===== config.mk =====
export PLATFORM = sky130hd
export DESIGN_NAME = alu_cmd_sequencer
export DESIGN_NICKNAME = d
export VERILOG_FILES = /design/src/rtl/alu_seq_pkg.sv /design/src/rtl/alu_seq_cnt.sv /design/src/rtl/alu_cmd_sequencer.sv
export SDC_FILE = /design/constraint.sdc
export NUM_CORES = 1
export LEC_CHECK = 0
export CORE_MARGIN = 4
export CORE_UTILIZATION = 56
export CTS_CLUSTER_SIZE = 8
export DETAILED_ROUTE_END_ITERATION = 10
export DONT_BUFFER_PORTS = 1
export HOLD_SLACK_MARGIN = 0.02
export PLACE_DENSITY = 0.8
export REMOVE_ABC_BUFFERS = 1
export SYNTH_ARGS = -nofsm -noshare
export SYNTH_HDL_FRONTEND = slang
export SYNTH_SLANG_ARGS = --single-unit

===== constraint.sdc =====
create_clock -name clk -period 2.76 [get_ports clk]
set_input_delay 0.828 -clock clk [delete_from_list [all_inputs] [get_ports clk]]
set_output_delay 0.828 -clock clk [all_outputs]
set_load 0.01 [all_outputs]

===== src/rtl/alu_seq_pkg.sv =====
// Shared definitions for the ALU command sequencer: widths, op encodings,
// FSM state encoding and the operand-1 bus formatting helper.
package alu_seq_pkg;

    localparam int unsigned DATA_W = 16;
    localparam int unsigned OPND_W = 8;
    localparam int unsigned OP_W   = 2;
    localparam int unsigned CNT_W  = 4;
    localparam int unsigned TO_W   = 16;

    localparam logic [OP_W-1:0] OP_ADD = 2'b00;
    localparam logic [OP_W-1:0] OP_SUB = 2'b01;
    localparam logic [OP_W-1:0] OP_MUL = 2'b10;
    localparam logic [OP_W-1:0] OP_DIV = 2'b11;

    typedef enum logic [2:0] {
        IDLE  = 3'd0,
        CLR   = 3'd1,
        LOAD1 = 3'd2,
        HOLD  = 3'd3,
        LOADM = 3'd4,
        DRAIN = 3'd5,
        RESP  = 3'd6
    } state_t;

    // Division takes the full {A,Q} dividend; all other ops use the low byte.
    function automatic logic [DATA_W-1:0] op1_bus(input logic [OP_W-1:0] op,
                                                  input logic [DATA_W-1:0] x);
        return (op == OP_DIV) ? x : {8'h00, x[OPND_W-1:0]};
    endfunction

endpackage


===== src/rtl/alu_seq_cnt.sv =====
// Loadable 4-bit down-counter with a zero flag; times the HOLD and DRAIN
// phases of the sequencer. Decrement saturates at zero.
module alu_seq_cnt
    import alu_seq_pkg::*;
(
    input  logic             clk,
    input  logic             rst,
    input  logic             load,
    input  logic             dec,
    input  logic [CNT_W-1:0] load_val,
    output logic             zero_c
);

    logic [CNT_W-1:0] count;

    always_ff @(posedge clk or posedge rst) begin
        if (rst) begin
            count <= '0;
        end else if (load) begin
            count <= load_val;
        end else if (dec && (count != '0)) begin
            count <= count - CNT_W'(1);
        end
    end

    assign zero_c = (count == '0);

endmodule


===== src/rtl/alu_cmd_sequencer.sv =====
// Command front-end for the 8-bit multi-cycle ALU: one op in flight, clear,
// operand sequencing, result capture. Optional LOADM watchdog: ALU_SEQ_TIMEOUT_EN.
module alu_cmd_sequencer
    import alu_seq_pkg::*;
#(
    parameter int unsigned HOLD_CYCLES = 1,
    parameter int unsigned RES_DLY     = 1,
    parameter int unsigned TIMEOUT     = 255
)
(
    input  logic              clk,
    input  logic              rst,
    input  logic              req_valid,
    output logic              req_ready,
    input  logic [OP_W-1:0]   req_op,
    input  logic [DATA_W-1:0] req_x,
    input  logic [OPND_W-1:0] req_y,
    output logic              rsp_valid,
    input  logic              rsp_ready,
    output logic [DATA_W-1:0] rsp_data,
    output logic [OP_W-1:0]   rsp_op,
    output logic              rsp_err,
    output logic              alu_clr,
    output logic              alu_start,
    output logic [OP_W-1:0]   alu_sel,
    output logic [DATA_W-1:0] alu_inbus,
    input  logic [DATA_W-1:0] alu_outbus,
    input  logic              alu_finish,
    output logic              busy
);

    state_t state, next_state;

    logic [OP_W-1:0]   op_q;
    logic [DATA_W-1:0] x_q;
    logic [OPND_W-1:0] y_q;

    logic              accept_c;
    logic              cnt_load, cnt_dec, cnt_zero;
    logic [CNT_W-1:0]  cnt_val;
    logic              capture;
    logic              timeout_c;

    logic              req_ready_d, rsp_valid_d, busy_d;
    logic              alu_clr_d, alu_start_d;
    logic [OP_W-1:0]   alu_sel_d, op_n;
    logic [DATA_W-1:0] alu_inbus_d;

    assign accept_c = (state == IDLE) && req_valid;

    alu_seq_cnt u_cnt (
        .clk      (clk),
        .rst      (rst),
        .load     (cnt_load),
        .dec      (cnt_dec),
        .load_val (cnt_val),
        .zero_c   (cnt_zero)
    );

`ifdef ALU_SEQ_TIMEOUT_EN
    logic [TO_W-1:0] to_cnt;

    // Cycles spent in LOADM; cleared whenever the FSM is elsewhere.
    always_ff @(posedge clk or posedge rst) begin
        if (rst) begin
            to_cnt <= '0;
        end else if (state == LOADM) begin
            to_cnt <= to_cnt + TO_W'(1);
        end else begin
            to_cnt <= '0;
        end
    end

    assign timeout_c = (state == LOADM) && !alu_finish && (to_cnt == TO_W'(TIMEOUT - 1));
`else
    logic unused_timeout;
    assign unused_timeout = ^TO_W'(TIMEOUT);
    assign timeout_c      = 1'b0;
`endif

    always_ff @(posedge clk or posedge rst) begin
        if (rst) begin
            state <= IDLE;
        end else begin
            state <= next_state;
        end
    end

    // Next state plus output decode of the state being entered, so every
    // registered output lines up with the state it belongs to.
    always_comb begin
        next_state  = state;
        cnt_load    = 1'b0;
        cnt_dec     = 1'b0;
        cnt_val     = '0;
        capture     = 1'b0;
        req_ready_d = 1'b0;
        rsp_valid_d = 1'b0;
        busy_d      = 1'b0;
        alu_clr_d   = 1'b0;
        alu_start_d = 1'b0;
        alu_sel_d   = '0;
        alu_inbus_d = '0;
        op_n        = accept_c ? req_op : op_q;

        case (state)
            IDLE:  if (req_valid) next_state = CLR;
            CLR:   next_state = LOAD1;
            LOAD1: begin
                cnt_load   = 1'b1;
                cnt_val    = CNT_W'(HOLD_CYCLES);
                next_state = HOLD;
            end
            HOLD: begin
                if (cnt_zero) next_state = LOADM;
                else          cnt_dec    = 1'b1;
            end
            LOADM: begin
                if (alu_finish) begin
                    cnt_load   = 1'b1;
                    cnt_val    = CNT_W'(RES_DLY);
                    next_state = DRAIN;
                end else if (timeout_c) begin
                    next_state = RESP;
                end
            end
            DRAIN: begin
                if (cnt_zero) begin
                    capture    = 1'b1;
                    next_state = RESP;
                end else begin
                    cnt_dec    = 1'b1;
                end
            end
            RESP:    if (rsp_ready) next_state = IDLE;
            default: next_state = IDLE;
        endcase

        req_ready_d = (next_state == IDLE);
        busy_d      = (next_state != IDLE);
        rsp_valid_d = (next_state == RESP);
        alu_clr_d   = (next_state == CLR) || timeout_c;
        alu_start_d = (next_state == LOAD1);

        case (next_state)
            CLR:          alu_sel_d = op_n;
            LOAD1, HOLD: begin
                alu_sel_d   = op_n;
                alu_inbus_d = op1_bus(op_q, x_q);
            end
            LOADM, DRAIN: begin
                alu_sel_d   = op_n;
                alu_inbus_d = {8'h00, y_q};
            end
            default: begin
                alu_sel_d   = '0;
                alu_inbus_d = '0;
            end
        endcase
    end

    always_ff @(posedge clk or posedge rst) begin
        if (rst) begin
            req_ready <= 1'b1;
            rsp_valid <= 1'b0;
            busy      <= 1'b0;
            alu_clr   <= 1'b0;
            alu_start <= 1'b0;
            alu_sel   <= '0;
            alu_inbus <= '0;
        end else begin
            req_ready <= req_ready_d;
            rsp_valid <= rsp_valid_d;
            busy      <= busy_d;
            alu_clr   <= alu_clr_d;
            alu_start <= alu_start_d;
            alu_sel   <= alu_sel_d;
            alu_inbus <= alu_inbus_d;
        end
    end

    always_ff @(posedge clk or posedge rst) begin
        if (rst) begin
            op_q <= '0;
            x_q  <= '0;
            y_q  <= '0;
        end else if (accept_c) begin
            op_q <= req_op;
            x_q  <= req_x;
            y_q  <= req_y;
        end
    end

    // Response payload is written once per op and then held through RESP.
    always_ff @(posedge clk or posedge rst) begin
        if (rst) begin
            rsp_data <= '0;
            rsp_op   <= '0;
            rsp_err  <= 1'b0;
        end else if (capture) begin
            rsp_data <= alu_outbus;
            rsp_op   <= op_q;
            rsp_err  <= 1'b0;
        end else if (timeout_c) begin
            rsp_data <= '0;
            rsp_op   <= op_q;
            rsp_err  <= 1'b1;
        end
    end

endmodule


==> summary.md, run 1 <==
| Metric | Value |
|---|---|
| Crit. End Element | `flip-flop` |
| Yosys warnings | `0` |
| FP Rows | `26` |
| N_diodes | `0` |
| First-pass DRT Iterations | `4` |
| Post-synth top flop | `dfrtp_1` |
| Setup CP Type | `flip-flop to flip-flop` |
| Setup Skew | `about 4.3 ps` |
| Area delta synth->final | `7.09%` |
| Initial antenna violation count | `0` |
| Sequential-to-total area share from yosys stat | `roughly 61%` |
| Fin. Hold Viols | `0` |
| RR Endpoint | `alu_inbus[11]$_DFF_PP0_` |
| Die extent in x | `between 80 and 90 um` |
| Max Slew Vio Count | `0` |
| Initial DRC count | `between 100 and 150` |
| Post-synth top area cell | `dfrtp_1` |
| Min-Delay Path Class | `input pin to async pin` |
| Post-route ant nets | `0` |
| TritonCTS clock tree | `done` |
| CTS Buf Count | `9` |
| Asr flop ratio synth | `100%` |
| Yosys cell types | `38` |
| Die ar. | `roughly 6600 um^2` |
| GR met2 Demand/Resource | `26.9%` |
| WP data required | `between 3000 and 4000 ps` |
| Clock Latency Late Sink | `approximately 340 ps` |
| Met3 Use GR | `around a tenth` |
| DP HPWL | `about 3700 um` |
| Post-CTS Hold Fix Bufs | `0` |
| Post-CTS resize count | `0` |
| CP Max Fanout | `9` |
| Height of the die | `around 80 um` |
| Max VDD drop | `between 0.5 and 0.6 mV` |
| CTS H-tree depth | `3` |
| #FFs+latches synth | `74` |
| Power per Cell Area | `between 1000 and 1500 nW/um^2` |
| FMAX | `427 MHz` |
| Crit. Startpoint | `u_cnt.count[1]$_DFFE_PP0P_` |
| Final Net Count | `between 200 and 300` |
| Leakage | `1.54 nW` |
| Main area contributors after synthesis | `dfrtp_1, mux2_2, mux2_4` |
| Crit path arrival time | `about 2600 ps` |
| Number of synthesized flops with an enable pin | `0` |
| Reg clk slew, reported paths | `~70 ps` |
| Top Usage Layer GRT | `met2` |
| Minimum clock period | `2340 ps` |
| RD Place Congestion | `just over 0.7` |
| Starting Density | `about three fifths` |
| Via count | `about 1600` |
| First-pass GRT wire length | `between 8000 and 9000 um` |
| Synth Instances | `about 210` |
| DR WL/cell | `around 18 um` |
| Core Box Area | `5170 um^2` |
| Via density per instance | `5.53` |
| Sum Neg Setup Slack | `0 ps` |
| Layout cells sized above 1 | `about a third` |
| Period Utilization, post-route | `a little over four fifths` |
| Ports | `approximately 90` |
| Reg2Reg Depth | `7` |
| CP startpoint kind | `flip-flop` |
| Final setup viols | `0` |
| Largest net degree at the start of global routing | `36` |
| Fin util | `around 63%` |
| FF-to-FF Start | `u_cnt.count[1]$_DFFE_PP0P_` |
| Run status | `completed` |
| Cell area after synthesis | `between 3000 and 4000 um^2` |
| DRC viols | `0` |
| Clock buffer depth | `2` |
| Clk sinks | `74` |
| IO buf count | `0` |
| Met1 usage | `between 10% and 20%` |
| Critical Path Sink | `alu_inbus[11]$_DFF_PP0_` |
| Post-CTS Setup Repair Bufs | `0` |
| Congestion Overflow GR | `0` |
| R2R setup slack | `between 400 and 500 ps` |
| Max Cap Viol | `0` |
| RSZ-0062 raised after global routing | `false` |
| CTS root buffer | `clkbuf_8` |
| Final WL | `5260 um` |
| Global-route usage over all layers | `17.5%` |
| Post-synthesis average cell area | `approximately 14 um^2` |
| Share of the synthesized area in the top cell type | `60.5%` |
| Vias in the first global route | `~1700` |
## kinds of logic after synthesis
kind of cell / Yosys count / synth area share (%)
AOI/OAI and AO/OA: 25 / 5.93
adders and majority gates: 3 / 1.24
and+or+nand+nor: 41 / 8.29
buffers and inverters: 21 / 4.19
muxes: 46 / 18.6
DFF: 74 / 61.4
xor gates and xnor gates: 1 / 0.290
other: 1 / 0.124
## power by group
part | switching [mW] | leakage (nW) | internal [mW] | total [mW]
registers | 0.431 | 0.915 | 1.56 | 1.99
clock network | 0.378 | 0.0958 | 0.411 | 0.789
logic | 0.506 | 0.534 | 0.593 | 1.10
total | 1.31 | 1.54 | 2.56 | 3.87
## flip-flops by register name, summed over array words and instances (netlist names), 2 cells and up
name	count
alu_inbus	16
alu_sel	2
op_q	2
rsp_data	16
rsp_op	2
state	3
u_cnt.count	4
x_q	16
y_q	8
## Yosys cell counts, types with 2 or more instances
master     n
dfrtp_1   73
mux2_2    32
nor2_1    13
mux2_4    12
inv_1     10
a22oi_1    8
and2_1     8
nand2_1    7
buf_6      5
o21ai_0    4
ha_1       3
nand2b_1   3
a21oi_1    2
a31oi_1    2
buf_2      2
buf_4      2
clkbuf_1   2
mux2i_1    2
nand3_1    2
o21ai_1    2
## area by class of cell
type                            count  area [um^2]
Timing Repair Buffer                4         30.0
Tap cell                           70         87.6
Clock buffer                       10          128
Multi-Input combinational cell    117         1040
Fill cell                         386         1940
Sequential cell                    74         1850
Inverter                           10         37.5
Clock inverter                      6         57.6
## metrics by stage
step | cells | instance area, um^2 | setup WS [ps] | total power [mW] | hold slack (ps)
final | 291 | 3230 | 419 | 3.87 | 354
after global routing | 291 | 3230 | 152 | 4.16 | 374
after CTS | 291 | 3230 | 382 | 3.93 | 352
after detailed placement | 275 | 3050 | 383 | 3.13 | 466
after global placement | 275 | 3050 | 482 | 3.06 | 460
after floorplan | 201 | 2930 | 52.0 | 2.82 | 449
## worst min-delay path by stage
stage | from | endpoint | slack, ps | depth (start not counted)
after floorplan | x_q[10]$_DFFE_PP0P_ | alu_inbus[10]$_DFF_PP0_ | 450 | 1
after global placement | x_q[10]$_DFFE_PP0P_ | alu_inbus[10]$_DFF_PP0_ | 460 | 1
after detailed placement | x_q[12]$_DFFE_PP0P_ | alu_inbus[12]$_DFF_PP0_ | 470 | 1
after CTS | rst | rsp_data[1]$_DFFE_PP0P_ | 350 | 1
after global routing | rst | op_q[1]$_DFF_PP0_ | 370 | 1
final | rst | op_q[0]$_DFF_PP0_ | 350 | 1
## routing by layer
layer,share of wire (%),vias up
met5,0,-
met2,46,75
met3,13,9
met4,1.7,0
met1,39,794
li1,-,732
## placed cells by master (no fill, tap or decap), types with 2 or more instances in the layout
master    count
a21oi_1       2
a22oi_1       8
a31oi_1       2
and2_1        8
buf_4         4
clkbuf_8      9
clkinv_2      4
dfrtp_1      73
ha_1          3
inv_1         9
mux2_2       32
mux2_4       12
mux2i_1       2
nand2_1       7
nand2b_1      3
nand3_1       2
nor2_1       13
o21ai_0       4
o21ai_1       2
## worst max-delay path: stages, from the launching register on
cell	delay, ps
dfrtp_1	400
inv_1	80
ha_1	200
and4bb_4	310
o221ai_1	250
ha_1	500
nor2_1	350
and2_1	190
Note: power is estimated with default switching activity, not from simulation.
==> run 2, diff against run 1 <==
==> constraint.sdc (replaced) <==
create_clock -name clk -period 2.1 [get_ports clk]
set_input_delay 0.63 -clock clk [delete_from_list [all_inputs] [get_ports clk]]
set_output_delay 0.63 -clock clk [all_outputs]
set_load 0.01 [all_outputs]
==> run 2 against run 1 <==
Sequential cell count did not move. Final cell count rose by 2.1%. Critical path depth rose by 3. First-iteration DRC count fell by 17%. Combinational power rose by 50%. Maximum frequency rose by 20%. Routed wire length fell by 2.6%. Hold slack got worse by 100 ps. Die area did not move. Critical path type unchanged.
==> summary.md, run 2 (synthesized netlist as in run 1, its figures left out) <==
| Metric | Value |
|---|---|
| Run status | `completed` |
| Final WL | `about 5100 um` |
| Reg clk slew, reported paths | `~70 ps` |
| RR Endpoint | `alu_inbus[3]$_DFF_PP0_` |
| Die extent in x | `81.4 um` |
| Core Box Area | `around 5200 um^2` |
| First-pass GRT wire length | `about 8100 um` |
| Cell-internal power | `about 3.4 mW` |
| Final setup viols | `0` |
| Clock power frac | `~18%` |
| Top flop regs | `alu_inbus (16), rsp_data (16), x_q (16)` |
| First-pass DRT Iterations | `4` |
| Final Instance Area | `between 3000 and 4000 um^2` |
| Crit. End Element | `flip-flop` |
| Max Cap Viol | `0` |
| WP data required | `2320 ps` |
| Layout cells sized above 1 | `34.8%` |
| Largest net degree at the start of global routing | `75` |
| CTS H-tree depth | `3` |
| Net switching power | `~1.8 mW` |
| IO buf count | `0` |
| Height of the die | `about 80 um` |
| Ports | `~90` |
| Starting Density | `approximately three fifths` |
| Slew @ Worst Pin | `about 500 ps` |
| Setup CP Type | `flip-flop to flip-flop` |
| Minimum clock period | `slightly below 2000 ps` |
| RD Place Congestion | `0.836` |
| Hold Slack | `250 ps` |
| Fin. Hold Viols | `0` |
| Min-Delay Path Class | `input pin to async pin` |
| Filler cell count | `approximately 370` |
| Initial antenna violation count | `0` |
| CP startpoint kind | `flip-flop` |
| DRC viols | `0` |
| Final Net Count | `approximately 270` |
| Combinational Power Share | `between 30% and 40%` |
| Via count | `around 1700` |
| Met1 usage | `20.4%` |
| Power per Cell Area | `1560 nW/um^2` |
| N_diodes | `0` |
| Congestion Overflow GR | `0` |
| DP HPWL | `3510 um` |
| Leakage | `around 1.6 nW` |
| CTS Buf Count | `9` |
| Clock Latency Late Sink | `about 330 ps` |
| Post-route ant nets | `0` |
| Post-CTS Hold Fix Bufs | `0` |
| DR WL/cell | `17.3 um` |
| GR met2 Demand/Resource | `approximately a quarter` |
| Met3 Use GR | `under 10%` |
| CP Max Fanout | `8` |
| Clk sinks | `between 70 and 80` |
| Max VDD drop | `slightly below 0.7 mV` |
| Period Utilization, post-route | `between 90% and 100%` |
| Most common cell after layout, fill and taps aside | `dfrtp_1` |
| FMAX | `514 MHz` |
| Crit path arrival time | `2170 ps` |
| Switching Fraction | `roughly a third` |
| CTS root buffer | `clkbuf_8` |
| Die ar. | `around 6600 um^2` |
| Most frequent cells in the layout | `dfrtp_1, mux2_2, nor2_1, mux2_4, clkbuf_8` |
| Sequential share of power | `between 40% and 50%` |
| Global-route usage over all layers | `16.7%` |
| Max Slew Vio Count | `0` |
| Area delta synth->final | `9.86%` |
| Slew headroom | `~66%` |
| Reg2Reg Depth | `10` |
| FF-to-FF Start | `u_cnt.count[0]$_DFFE_PP0P_` |
| Vias in the first global route | `1664` |
| Top Usage Layer GRT | `met2` |
| Placement Cell Area | `~3100 um^2` |
| Multi-input logic area | `~1100 um^2` |
| Setup Skew | `between 7 and 8 ps` |
| R2R setup slack | `between 150 and 200 ps` |
| TritonCTS clock tree | `done` |
| Sequential Area | `approximately 1900 um^2` |
| FP Rows | `26` |
| Total power | `slightly above 5 mW` |
| Clock buffer depth | `2` |
| Initial DRC count | `90` |
| Via density per instance | `approximately 5.6` |
[run 2: changes by cell type in the layout (fill, tap and decap cells not counted), sizes merged]
cell / change
buf: +6
bufinv: -1
clkinv: -3
clkbuf: +4
[run 2: how the worst max path moves through the flow]
stage / startpoint / depth (start not counted) / endpoint
after floorplan: rst / 1 / alu_clr$_DFF_PP0_
after global placement: u_cnt.count[0]$_DFFE_PP0P_ / 9 / alu_inbus[14]$_DFF_PP0_
after detailed placement: u_cnt.count[0]$_DFFE_PP0P_ / 9 / alu_inbus[13]$_DFF_PP0_
after CTS: u_cnt.count[0]$_DFFE_PP0P_ / 7 / alu_inbus[1]$_DFF_PP0_
after global routing: u_cnt.count[1]$_DFFE_PP0P_ / 10 / alu_inbus[1]$_DFF_PP0_
final: u_cnt.count[0]$_DFFE_PP0P_ / 10 / alu_inbus[3]$_DFF_PP0_
[run 2: routing by layer]
layer  part of all wire [%]  wire, um  up-vias
li1                       -         -      744
met1                     40      2030      823
met2                     46      2340       75
met3                     14       697        8
met4                    1.2        61        0
met5                      0         0        -
[run 2: worst max-delay path, stage by stage, from the launching register on]
cell	delay [ps]
dfrtp_1	400
inv_1	100
ha_4	150
and4bb_4	280
nand2_1	70
o221ai_2	110
inv_1	100
ha_1	220
buf_4	180
a22oi_1	170
nor2_1	60
[run 2: metrics by stage]
stage               utilization, %  std cells  setup slack [ps]  TNS [ps]
finish                        64.1        297               153         0
detailed placement            60.0        279              5.41         0
global placement              60.0        279              96.8         0
floorplan                        -        201              -410    -31210
global route                  64.1        297             -5.08     -5.08
CTS                           63.2        295              13.7         0
[run 2: what timing repair did]
item	CTS	global route
resized for setup	1	6
endpoints found under the setup margin	7	17
gates cloned	0	0
endpoints found under the hold margin	0	0
buffers inserted	0	2
[run 2: final cells by class]
| class | instances | share of cell area [%] |
|---|---|---|
| multi-input cells | 117 | 32.4 |
| flip-flops and latches | 74 | 55.9 |
| well taps | 70 | 2.64 |
| inverters | 10 | 1.13 |
| repair buffers | 10 | 3.02 |
| clock inverters | 2 | 0.377 |
| clock buffers | 14 | 4.60 |
[run 2: power groups by stage]
stage	registers, mW	clock network, mW	logic [mW]
6_report	2.59	0.939	1.65
4_1_cts	2.59	0.973	1.60
2_1_floorplan	2.50	0	1.20
5_1_grt	2.67	1.05	1.86
3_5_place_dp	2.61	0	1.59
3_3_place_gp	2.60	0	1.52
